===== config.mk =====
export PLATFORM = sky130hd
export DESIGN_NAME = fetch_buffer
export DESIGN_NICKNAME = d
export VERILOG_FILES = /design/src/rtl/fetch_buffer.sv
export SDC_FILE = /design/constraint.sdc
export NUM_CORES = 1
export LEC_CHECK = 0
export CAP_MARGIN = 20
export CORE_MARGIN = 8
export CORE_UTILIZATION = 45
export CTS_CLUSTER_DIAMETER = 30
export DETAILED_ROUTE_END_ITERATION = 8
export PLACE_DENSITY = 0.77
export SKIP_CTS_REPAIR_TIMING = 1
export SYNTH_ARGS = -nofsm -noshare
export SYNTH_HDL_FRONTEND = slang
export SYNTH_SLANG_ARGS = --single-unit

===== constraint.sdc =====
create_clock -name clk -period 2.8 [get_ports clk]
set_clock_uncertainty 0.1 [all_clocks]
set_input_delay 0.7 -clock clk [delete_from_list [all_inputs] [get_ports clk]]
set_output_delay 0.7 -clock clk [all_outputs]
set_load 0.1 [all_outputs]

===== src/rtl/fetch_buffer.sv =====
// fetch_buffer: instruction queue between the I-cache response and decode.
// Holds {pc, instruction, misaligned} entries in a small circular FIFO, so a
// decode stall never loses fetched words. A jump redirect (flush) empties the
// queue. Fetch responses that do not match the redirect target are then
// discarded until the first word at the target arrives.
//
// Ports:
//   clk, rst                  clock; asynchronous active-low reset
//   enq_valid/ready/pc/instr  fetch-side valid/ready input
//   deq_valid/ready/pc/instr  decode-side valid/ready output
//   deq_misaligned            head entry pc[1:0] != 0
//   flush, flush_target       redirect request and its target pc
//   draining                  discarding stale words until the target arrives
//   occupancy                 current number of entries
//   drop_cnt                  saturating count of discarded stale words
module fetch_buffer #(
    parameter int unsigned WORDSZ = 64,
    parameter int unsigned INSTSZ = 32,
    parameter int unsigned DEPTH  = 4,
    parameter int unsigned CNTW   = $clog2(DEPTH) + 1,
    parameter int unsigned DROPW  = 16
) (
    input  logic              clk,
    input  logic              rst,
    input  logic              enq_valid,
    output logic              enq_ready,
    input  logic [WORDSZ-1:0] enq_pc,
    input  logic [INSTSZ-1:0] enq_instr,
    output logic              deq_valid,
    input  logic              deq_ready,
    output logic [WORDSZ-1:0] deq_pc,
    output logic [INSTSZ-1:0] deq_instr,
    output logic              deq_misaligned,
    input  logic              flush,
    input  logic [WORDSZ-1:0] flush_target,
    output logic              draining,
    output logic [CNTW-1:0]   occupancy,
    output logic [DROPW-1:0]  drop_cnt
);

    localparam int unsigned PTRW = $clog2(DEPTH);

    localparam logic [0:0] StRun   = 1'b0;
    localparam logic [0:0] StDrain = 1'b1;

    logic [0:0]        state_q, state_d;
    logic [PTRW-1:0]   head_q, head_d;
    logic [PTRW-1:0]   tail_q, tail_d;
    logic [CNTW-1:0]   count_q, count_d;
    logic [WORDSZ-1:0] target_q, target_d;
    logic [DROPW-1:0]  drop_q, drop_d;

    logic [WORDSZ-1:0] pc_mem    [DEPTH];
    logic [INSTSZ-1:0] instr_mem [DEPTH];
    logic              mis_mem   [DEPTH];

    logic enq_fire;
    logic deq_fire;
    logic wr_en;

    // In DRAIN the queue is empty, so the fetch side is always accepted
    // (either written or dropped).
    assign enq_ready = rst && ((state_q == StDrain) || (count_q != CNTW'(DEPTH)));
    assign deq_valid = (count_q != '0) && !flush;

    assign enq_fire = enq_valid && enq_ready;
    assign deq_fire = deq_valid && deq_ready;

    assign deq_pc         = pc_mem[head_q];
    assign deq_instr      = instr_mem[head_q];
    assign deq_misaligned = mis_mem[head_q];

    assign draining  = (state_q == StDrain);
    assign occupancy = count_q;
    assign drop_cnt  = drop_q;

    always_comb begin
        state_d  = state_q;
        head_d   = head_q;
        tail_d   = tail_q;
        count_d  = count_q;
        target_d = target_q;
        drop_d   = drop_q;
        wr_en    = 1'b0;

        if (flush) begin
            // Redirect wins over everything; the word offered now is stale
            // by definition and is not counted as a drop.
            head_d   = '0;
            tail_d   = '0;
            count_d  = '0;
            target_d = flush_target;
            state_d  = StDrain;
        end else begin
            if (enq_fire) begin
                if ((state_q == StRun) || (enq_pc == target_q)) begin
                    wr_en   = 1'b1;
                    tail_d  = tail_q + PTRW'(1);
                    state_d = StRun;
                end else if (drop_q != '1) begin
                    drop_d = drop_q + DROPW'(1);
                end
            end
            if (deq_fire) begin
                head_d = head_q + PTRW'(1);
            end
            if (wr_en && !deq_fire) begin
                count_d = count_q + CNTW'(1);
            end else if (!wr_en && deq_fire) begin
                count_d = count_q - CNTW'(1);
            end
        end
    end

    always_ff @(posedge clk or negedge rst) begin
        if (!rst) begin
            state_q  <= StRun;
            head_q   <= '0;
            tail_q   <= '0;
            count_q  <= '0;
            target_q <= '0;
            drop_q   <= '0;
            for (int i = 0; i < int'(DEPTH); i++) begin
                pc_mem[i]    <= '0;
                instr_mem[i] <= '0;
                mis_mem[i]   <= 1'b0;
            end
        end else begin
            state_q  <= state_d;
            head_q   <= head_d;
            tail_q   <= tail_d;
            count_q  <= count_d;
            target_q <= target_d;
            drop_q   <= drop_d;
            if (wr_en) begin
                pc_mem[tail_q]    <= enq_pc;
                instr_mem[tail_q] <= enq_instr;
                mis_mem[tail_q]   <= (enq_pc[1:0] != 2'b00);
            end
        end
    end

endmodule


==> flow_summary_export.csv, run 1 <==
group,metric,value,unit
outcome,outcome,"finished, violations left",
outcome,violations,"setup timing",
die,io_pins,284,
timing,min_period,3.405,ns
layout,layout_commonest_cell,"dfrtp_1",
die,core_area,0.04636,mm2
global_routing,antenna_found_initial,16,
drt,ant_nets,0,
place,dp_hpwl,39010,um
layout,utilization,71.42,%
clock_tree,clkTransAtPathRegs,0.05,ns
layout,nets,1976,
timing,slew-limit-headroom,26.04,%
synthesis,synth_flop_cell,"dfrtp_1",
layout,areaGrowthSynthToFinish,57.44,%
synthesis,ys.warnings.count,0,
timing,hold_ws,0.06156,ns
clock_tree,htreeDepth,3,
clock_tree,insertion_delay,0.65,ns
drt,vias,14100,
power,peakVddDrop,0.5952,mV
critical_path,reg2reg_from,"target_q[62]",
clock_tree,cts.sinks,476,
synthesis,synth_edf_count,0,
critical_path,r2r_setup_slack,-0.49,ns
critical_path,cp_common_cell,"buf_6",
drt,drtIter0Drc,1056,
timing,fin_ws,-0.6054,ns
drt,via_per_inst,5.622,
synthesis,ys_ff_latch,476,
timing,fmax,293.7,MHz
critical_path,cp_num_buf_inv,6,
power,power_density,707.7,mW/mm2
critical_path,crit_path_top_delay_cell,"clkdlybuf4s50_1",
global_routing,grtUsageTotal,21.87,%
synthesis,yosysSeqAreaShare,56.65,%
critical_path,crit_path_max_incr_delay,0.52,ns
synthesis,syn-cell-area,0.02103,mm2
drt,wl_per_cell,27.83,um
power,cellLeakagePower,15.04,nW
global_routing,grt.overflow.total,0,
drt,dr.pass1.iters,5,
layout,layout_common_cells,"dfrtp_1 (466), mux2_4 (284), mux2_2 (165)",
die,die_x,232.2,um
die,die_y,232.2,um
synthesis,avgSynthCellArea,16.23,um2
timing,hold_violations,0,
drt,routed_wl,69800,um
critical_path,cpLargestDelayFamily,"buffers and inverters",
synthesis,synth_top_area_share,56.65,%
clock_tree,cts_buffers,102,
global_routing,grt_pass1_wl,90620,um
critical_path,cp-start-kind,"primary input",
critical_path,worstPathCellList,"clkdlybuf4s50_1 -> xnor2_1 -> buf_4 -> nand4_1 -> nor4_4 -> nand4_4 -> buf_6 -> a2111oi_4 -> buf_6 -> buf_12 -> clkbuf_16 -> mux2_4",
critical_path,crit_fanout,7,
synthesis,synthCells,1296,
timing,max_slew.worst_pin.slew,1.109,ns
timing,rsz0062_at_grt,"yes",
critical_path,crit_required,3.21,ns
critical_path,rr_endpoint,"pc_mem[194]",
place,io_buffers,283,
place,dpl.cell_count,2239,
timing,fin_crit_sh,121.6,%
synthesis,ys_top_cells_by_area,"dfrtp_1 (57%), mux2_2 (20%), mux4_2 (10%)",
power,power,23.43,mW
synthesis,synthesis.nets,1467,
global_routing,grt_max_degree,194,
critical_path,crit_type,"in2reg",
critical_path,rr_worst_depth,11,
synthesis,synth_cell_type_count,37,
global_routing,grt_pass1_vias,14850,
die,row_count,79,
place,place_congestion,0.8198,
clock_tree,cts_root_buf,"clkbuf_16",
synthesis,postSynth.asyncResetShare,100.0,%
clock_tree,cts_max_path_buffers,3,
timing,finalSetupViolCount,506,
run,maxCapViolations,0,
layout,drive_above_1_share,58.14,%
die,start_util,45.36,%
clock_tree,cts_tree,"built",
critical_path,worstPathArrival,3.81,ns
die,dieArea,0.05390,mm2
min_path,hold_class,"in2async",
timing,slew_viol_final,0,
synthesis,synth_top_area_cell,"dfrtp_1",
layout,finalNonFillerCells,2508,
critical_path,cp-end-kind,"flip-flop",
drt,drcViolationCount,0,
==> cells in the mapped netlist, types with 3 or more instances <==
master and n:
nor4_2 4, mux2_1 72, a21oi_1 6, a2111oi_4 4, mux2_2 377, nand4_1 21, clkbuf_1 20, and2_1 3
nor4_1 5, buf_2 33, inv_1 12, buf_4 8, nand3_1 5, nor3_1 8, xor2_1 13, xnor2_1 69
ha_1 5, nand2_1 10, dfrtp_1 476, buf_1 13, mux4_2 97, o21ai_0 4, nor2_1 16
==> area by class of cell <==
type / instances / area [um2]
Clock inverter: 63 / 789.5
Tap cell: 607 / 759.5
Sequential cell: 476 / 11940
Timing Repair Buffer: 479 / 6615
Fill cell: 2678 / 13250
Inverter: 12 / 45.04
Multi-Input combinational cell: 734 / 10100
Clock buffer: 128 / 2840
Antenna cell: 9 / 22.52
==> state kept, by name (all words and copies together) (netlist names) <==
name and count:
mis_mem 4, instr_mem 128, head_q 2, occupancy 3
target_q 64, pc_mem 256, drop_cnt 16, draining 1
tail_q 2
==> per-stage QoR <==
stage                     setup TNS, ns  area, um2  setup WS (ns)
after floorplan                  -28.38      21640        -0.1248
after global placement          -502.59      26970         -1.294
after detailed placement        -504.78      26970         -1.303
after CTS                       -258.44      30600        -0.6511
after global routing            -253.42      33090        -0.6708
final                           -220.31      33110        -0.6054
==> power breakdown <==
part           internal [mW]  switching (mW)
combinational           1.59            2.05
clock                   8.47            4.02
sequential              7.10           0.193
total                   17.2            6.27
==> kinds of logic after synthesis <==
group | synth area share, %
adders and majority gates | 0.3927
and+or+nand+nor | 2.142
buffers and inverters | 1.874
muxes | 34.53
AOI/OAI and AO/OA | 0.9997
xor gates and xnor gates | 3.415
DFF | 56.65
==> worst max-delay path by stage <==
| stage | end | startpoint | slack [ns] | cells after the start |
|---|---|---|---|---|
| after CTS | occupancy[1] | enq_pc[62] | -0.65 | 13 |
| after global placement | pc_mem[96] | enq_pc[62] | -1.29 | 10 |
| after global routing | pc_mem[72] | enq_pc[26] | -0.67 | 11 |
| after floorplan | occupancy[2] | draining | -0.12 | 8 |
| final | pc_mem[194] | enq_pc[26] | -0.61 | 12 |
| after detailed placement | pc_mem[75] | enq_pc[62] | -1.30 | 10 |
==> per-layer routing <==
layer | part of all wire, % | GRT usage, % | vias up
li1 | - | - | 5875
met1 | 40 | 27.53 | 7486
met2 | 48 | 34.27 | 574
met3 | 8.1 | 8.344 | 152
met4 | 3.6 | 7.751 | 12
met5 | 0.11 | 0 | -
Power figures use the tool's default switching activity.
==> run 2: changes to the inputs <==
Settings changed: DONT_BUFFER_PORTS set to 1, PLACE_DENSITY 0.77 to 0.69.
==> run 2 against run 1 <==
  * The flow finishes with violations (hold timing, slew limit, setup timing)
  * Combinational power down 15%
  * Non-clock buffer count down 205
  * Sequential power decreased by 0.5%
  * Routed wire length decreased by 8.5%
==> flow_summary_export.csv, run 2 (synthesized netlist as in run 1, its figures left out) <==
group,metric,value,unit
outcome,outcome,"finished, violations left",
outcome,violations,"hold timing, slew limit, setup timing",
die,row_count,79,
timing,min_period,3.133,ns
clock_tree,cts.sinks,476,
critical_path,endpoint,"instr_mem[124]",
global_routing,grt_use_met1,24.91,%
critical_path,crit_fanout,7,
critical_path,crit_path_start,"target_q[46]",
drt,routed_wl,63870,um
critical_path,cp-start-kind,"flip-flop",
place,io_buffers,0,
critical_path,cp_num_buf_inv,4,
global_routing,antenna_found_initial,14,
die,io_pins,284,
clock_tree,insertion_delay,0.64,ns
global_routing,grt_pass1_vias,14040,
power,power,24.09,mW
die,die_y,232.2,um
critical_path,crit_type,"reg2reg",
layout,drive_above_1_share,62.08,%
clock_tree,cts_buffers,113,
power,cellLeakagePower,14.19,nW
place,post_dp_cell_area,0.02505,mm2
power,peakVddDrop,0.6070,mV
layout,final_area,0.03144,mm2
critical_path,reg2reg_from,"target_q[46]",
place,place_congestion,0.7763,
critical_path,crit_required,3.21,ns
place,dpl_worst_slack,-0.7645,ns
drt,via_per_inst,5.569,
layout,areaGrowthSynthToFinish,49.53,%
die,core_area,0.04636,mm2
layout,layout_commonest_cell,"dfrtp_1",
critical_path,worstPathArrival,3.54,ns
clock_tree,cts_tree,"built",
critical_path,rr_endpoint,"instr_mem[124]",
place,dp_hpwl,37560,um
timing,max_slew.worst_pin.slew,2.100,ns
power,power_density,766.1,mW/mm2
clock_tree,cts_root_buf,"clkbuf_16",
drt,drcViolationCount,0,
global_routing,grtUsageTotal,20.91,%
clock_tree,cts_max_path_buffers,3,
timing,slew-limit-headroom,-39.98,%
timing,slew_viol_final,300,
timing,rsz0062_at_grt,"yes",
die,start_util,45.36,%
layout,top_regs,"pc_mem x256, instr_mem x128, target_q x64",
layout,top_register,"pc_mem",
global_routing,grt.overflow.total,0,
layout,layout_common_cells,"dfrtp_1 (465), mux2_4 (312), clkbuf_16 (143)",
critical_path,crit_path_max_incr_delay,0.41,ns
timing,fin_ws,-0.3329,ns
min_path,hold_class,"in2async",
global_routing,grt_max_degree,478,
drt,vias,12910,
clock_tree,htreeDepth,3,
die,die_x,232.2,um
layout,largest_register_ffs,256,
die,dieArea,0.05390,mm2
critical_path,worst-path-stages,10,
timing,fin_crit_sh,111.9,%
timing,finalSetupViolCount,484,
drt,ant_nets,0,
global_routing,grtUsageMet3,9.125,%
timing,fmax,319.2,MHz
drt,drtIter0Drc,797,
critical_path,cpLargestDelayFamily,"simple AND/OR/NAND/NOR gates",
drt,wl_per_cell,27.56,um
drt,dr.pass1.iters,5,
critical_path,rr_worst_depth,10,
critical_path,cp-end-kind,"flip-flop",
timing,finalSetupTns,-110.40,ns
layout,nets,1782,
timing,hold_ws,-0.3008,ns
run,maxCapViolations,0,
critical_path,worstPathCellList,"xnor2_1 -> nand4_1 -> nor4_4 -> buf_4 -> nand4_4 -> a2111oi_4 -> buf_6 -> buf_8 -> clkbuf_16 -> mux2_2",
global_routing,global_route.usage.met2,34.07,%
global_routing,grt_pass1_wl,86130,um
critical_path,r2r_setup_slack,-0.33,ns
critical_path,crit_path_top_delay_cell,"a2111oi_4",
clock_tree,clkTransAtPathRegs,0.05,ns
global_routing,top_usage_layer,"met2",
timing,hold_violations,170,
==> run 2: changes by cell type in the layout (fill, tap and decap cells not counted), sizes merged, moves of 3 or more <==
cell	delta
diode	-4
clkinv	-6
clkbuf	+17
clkdlybuf4s50	-148
clkinvlp	+3
dlymetal6s2s	-14
buf	-41
bufinv	+5
==> run 2: worst min path at each step <==
stage | startpoint | to | cells after the start | slack, ns
floorplan | rst | drop_cnt[0] | 0 | 0.30
global placement | rst | target_q[53] | 0 | 0.34
detailed placement | rst | target_q[53] | 0 | 0.33
CTS | rst | target_q[53] | 0 | -0.34
global route | rst | target_q[53] | 0 | -0.34
finish | rst | target_q[53] | 0 | -0.30
==> run 2: through the flow <==
step	hold WS (ns)	util [%]	instances
floorplan	0.3044	-	1296
global placement	0.3356	54.03	2033
detailed placement	0.3346	54.03	2033
CTS	-0.3399	62.76	2243
global route	-0.3438	67.81	2315
finish	-0.3008	67.83	2318
==> run 2: final cells by class <==
cell class                      instances  area [um2]
Antenna cell                            5       12.51
Clock buffer                          147        3191
Clock inverter                         63       854.6
Fill cell                            2982       14920
Inverter                               12       45.04
Multi-Input combinational cell        734       10080
Sequential cell                       476       11940
Tap cell                              607       759.5
Timing Repair Buffer                  274        4559
==> run 2: layer usage <==
| layer | routed length (um) | vias up | part of all wire (%) |
|---|---|---|---|
| li1 | - | 5467 | - |
| met1 | 24940 | 6887 | 39 |
| met2 | 32080 | 411 | 50 |
| met5 | 133 | - | 0.21 |
| met3 | 5252 | 123 | 8.2 |
| met4 | 1464 | 20 | 2.3 |
==> run 2: power breakdown <==
part	leakage, nW	switching [mW]	total [mW]	internal, mW
Sequential	6.44	0.146	7.25	7.11
Clock	1.98	4.04	13.7	9.68
Combinational	5.77	1.72	3.11	1.39
Total	14.2	5.91	24.1	18.2
==> run 3: changes to the inputs <==
--- a/constraint.sdc
+++ b/constraint.sdc
@@ -3,3 +3,3 @@
 set_input_delay 0.7 -clock clk [delete_from_list [all_inputs] [get_ports clk]]
 set_output_delay 0.7 -clock clk [all_outputs]
-set_load 0.1 [all_outputs]
+set_load 0.005 [all_outputs]
==> run 3 against run 2 <==
  * The flow still finishes with violations (hold timing, slew limit, setup timing)
  * Largest cell class unchanged
  * Global-route usage fell by 0.70 points
  * Sequential share of layout area rose by 4.9 points
  * Largest power group unchanged
  * Clock-buffer cell count down 12
  * Non-clock buffer count down 144
  * Worst setup slack got worse by 0.40 ns
==> flow_summary_export.csv, run 3 (synthesized netlist as in run 1, its figures left out) <==
group,metric,value,unit
outcome,outcome,"finished, violations left",
outcome,violations,"hold timing, slew limit, setup timing",
global_routing,grt_max_degree,478,
critical_path,crit_required,3.24,ns
power,power_frac_seq,32.9,%
critical_path,cpLargestDelayFamily,"compound AO/OA/AOI/OAI gates",
drt,via_per_inst,5.532,
layout,largest_register_ffs,256,
power,internal-power,17.25,mW
power,power.share.clock,60.5,%
layout,layout_common_cells,"dfrtp_1 (473), mux2_2 (313), clkbuf_16 (125)",
die,row_count,79,
layout,nets,1636,
critical_path,crit_path_top_delay_cell,"o41a_1",
layout,drive_above_1_share,56.22,%
layout,top_register,"pc_mem",
die,dieArea,0.05390,mm2
layout,areaGrowthSynthToFinish,32.17,%
clock_tree,cts_buffers,111,
global_routing,top_usage_layer,"met2",
die,die_x,232.2,um
critical_path,worstPathArrival,3.97,ns
layout,fillerInstances,3432,
timing,hold_ws,-0.3228,ns
clock_tree,insertion_delay,0.63,ns
layout,top_regs,"pc_mem x256, instr_mem x128, target_q x64",
critical_path,cp-end-kind,"flip-flop",
timing,finalSetupViolCount,469,
timing,rsz0062_at_grt,"yes",
timing,fmax,283.0,MHz
place,dp_hpwl,35790,um
critical_path,cp-start-kind,"primary input",
drt,vias,12060,
global_routing,grtUsageMet3,9.590,%
power,cellLeakagePower,12.84,nW
die,start_util,45.36,%
clock_tree,cts_max_path_buffers,3,
drt,ant_nets,0,
layout,finalNonFillerCells,2179,
place,io_buffers,0,
timing,slew_viol_final,296,
critical_path,worstPathCellList,"o41a_1 -> nand2_1 -> buf_12 -> a21oi_4 -> and2_4 -> fa_2 -> buf_4 -> nor4b_1 -> a2bb2oi_1",
critical_path,cp_num_buf_inv,2,
global_routing,grt_pass1_vias,13240,
global_routing,antenna_found_initial,14,
timing,max_slew.worst_pin.slew,2.485,ns
power,peakVddDrop,0.6076,mV
clock_tree,htreeDepth,3,
die,core_area,0.04636,mm2
power,power_density,797.4,mW/mm2
timing,hold_violations,171,
global_routing,grt.overflow.total,0,
die,die_y,232.2,um
critical_path,crit_type,"in2reg",
timing,fin_crit_sh,126.2,%
drt,drtIter0Drc,664,
clock_tree,cts_tree,"built",
die,io_pins,284,
place,place_congestion,0.7721,
critical_path,crit_fanout,477,
place,dpl.cell_count,1931,
clock_tree,cts.sinks,476,
drt,drcViolationCount,0,
drt,dr.pass1.iters,4,
min_path,hold_class,"in2async",
drt,wl_per_cell,25.79,um
layout,final_area,0.02779,mm2
global_routing,grtUsageTotal,20.21,%
layout,layout_commonest_cell,"dfrtp_1",
global_routing,grt_pass1_wl,83320,um
power,pwr-share-comb,6.6,%
timing,slew-limit-headroom,-65.65,%
power,power,22.16,mW
clock_tree,clkTransAtPathRegs,0.05,ns
critical_path,crit_path_max_incr_delay,0.68,ns
run,maxCapViolations,0,
power,swShare,22.17,%
global_routing,global_route.usage.met2,30.56,%
drt,routed_wl,56200,um
clock_tree,cts_root_buf,"clkbuf_16",
place,post_dp_cell_area,0.02277,mm2
power,netSwitchingPower,4.913,mW
global_routing,grt_use_met1,25.31,%
timing,fin_ws,-0.7338,ns
timing,min_period,3.534,ns
==> run 3: worst paths after layout <==
path | slack (ns) | startpoint | end | cells after the start
setup / recovery | -0.73 | rst | occupancy[2] | 9
hold / removal | -0.32 | rst | pc_mem[236] | 0
setup reg to reg | -0.33 | target_q[39] | instr_mem[63] | 11
hold reg to reg | 0.38 | pc_mem[50] | pc_mem[50] | 1
max in group asynchronous | 0.79 | rst | head_q[1] | 0
min in group clk | 0.09 | flush | occupancy[0] | 1
==> run 3: area by class of cell <==
type | instances | area (um2) | share of cell area (%)
clock buffers | 135 | 3040 | 10.94
multi-input cells | 734 | 9295 | 33.44
repair buffers | 130 | 1780 | 6.406
well taps | 607 | 759.5 | 2.733
inverters | 12 | 45.04 | 0.1621
flip-flops and latches | 476 | 11920 | 42.89
diodes | 12 | 30.03 | 0.1080
clock inverters | 73 | 922.1 | 3.318
==> run 3: metal layers <==
metal	vias to the layer above	wire length (um)	share of wire [%]
li1	5220	-	-
met3	91	5590	9.9
met2	359	26330	47
met4	4	1210	2.2
met5	-	24	0.043
met1	6381	23040	41
==> run 3: power groups by stage <==
stage | sequential (mW) | clock, mW | combinational (mW)
4_1_cts | 7.33 | 13.7 | 1.33
3_3_place_gp | 7.42 | 0 | 1.31
6_report | 7.28 | 13.4 | 1.46
5_1_grt | 7.30 | 14.0 | 1.58
3_5_place_dp | 7.43 | 0 | 1.32
2_1_floorplan | 7.32 | 0 | 0.945
==> run 3: through the flow <==
step,setup TNS (ns),utilization [%],worst slack [ns]
2_1_floorplan,-26.31,-,-0.09691
3_3_place_gp,-245.59,49.13,-0.7524
3_5_place_dp,-269.59,49.13,-0.8158
4_1_cts,-187.72,57.67,-0.5470
5_1_grt,-127.82,59.90,-0.3837
6_report,-193.03,59.95,-0.7338
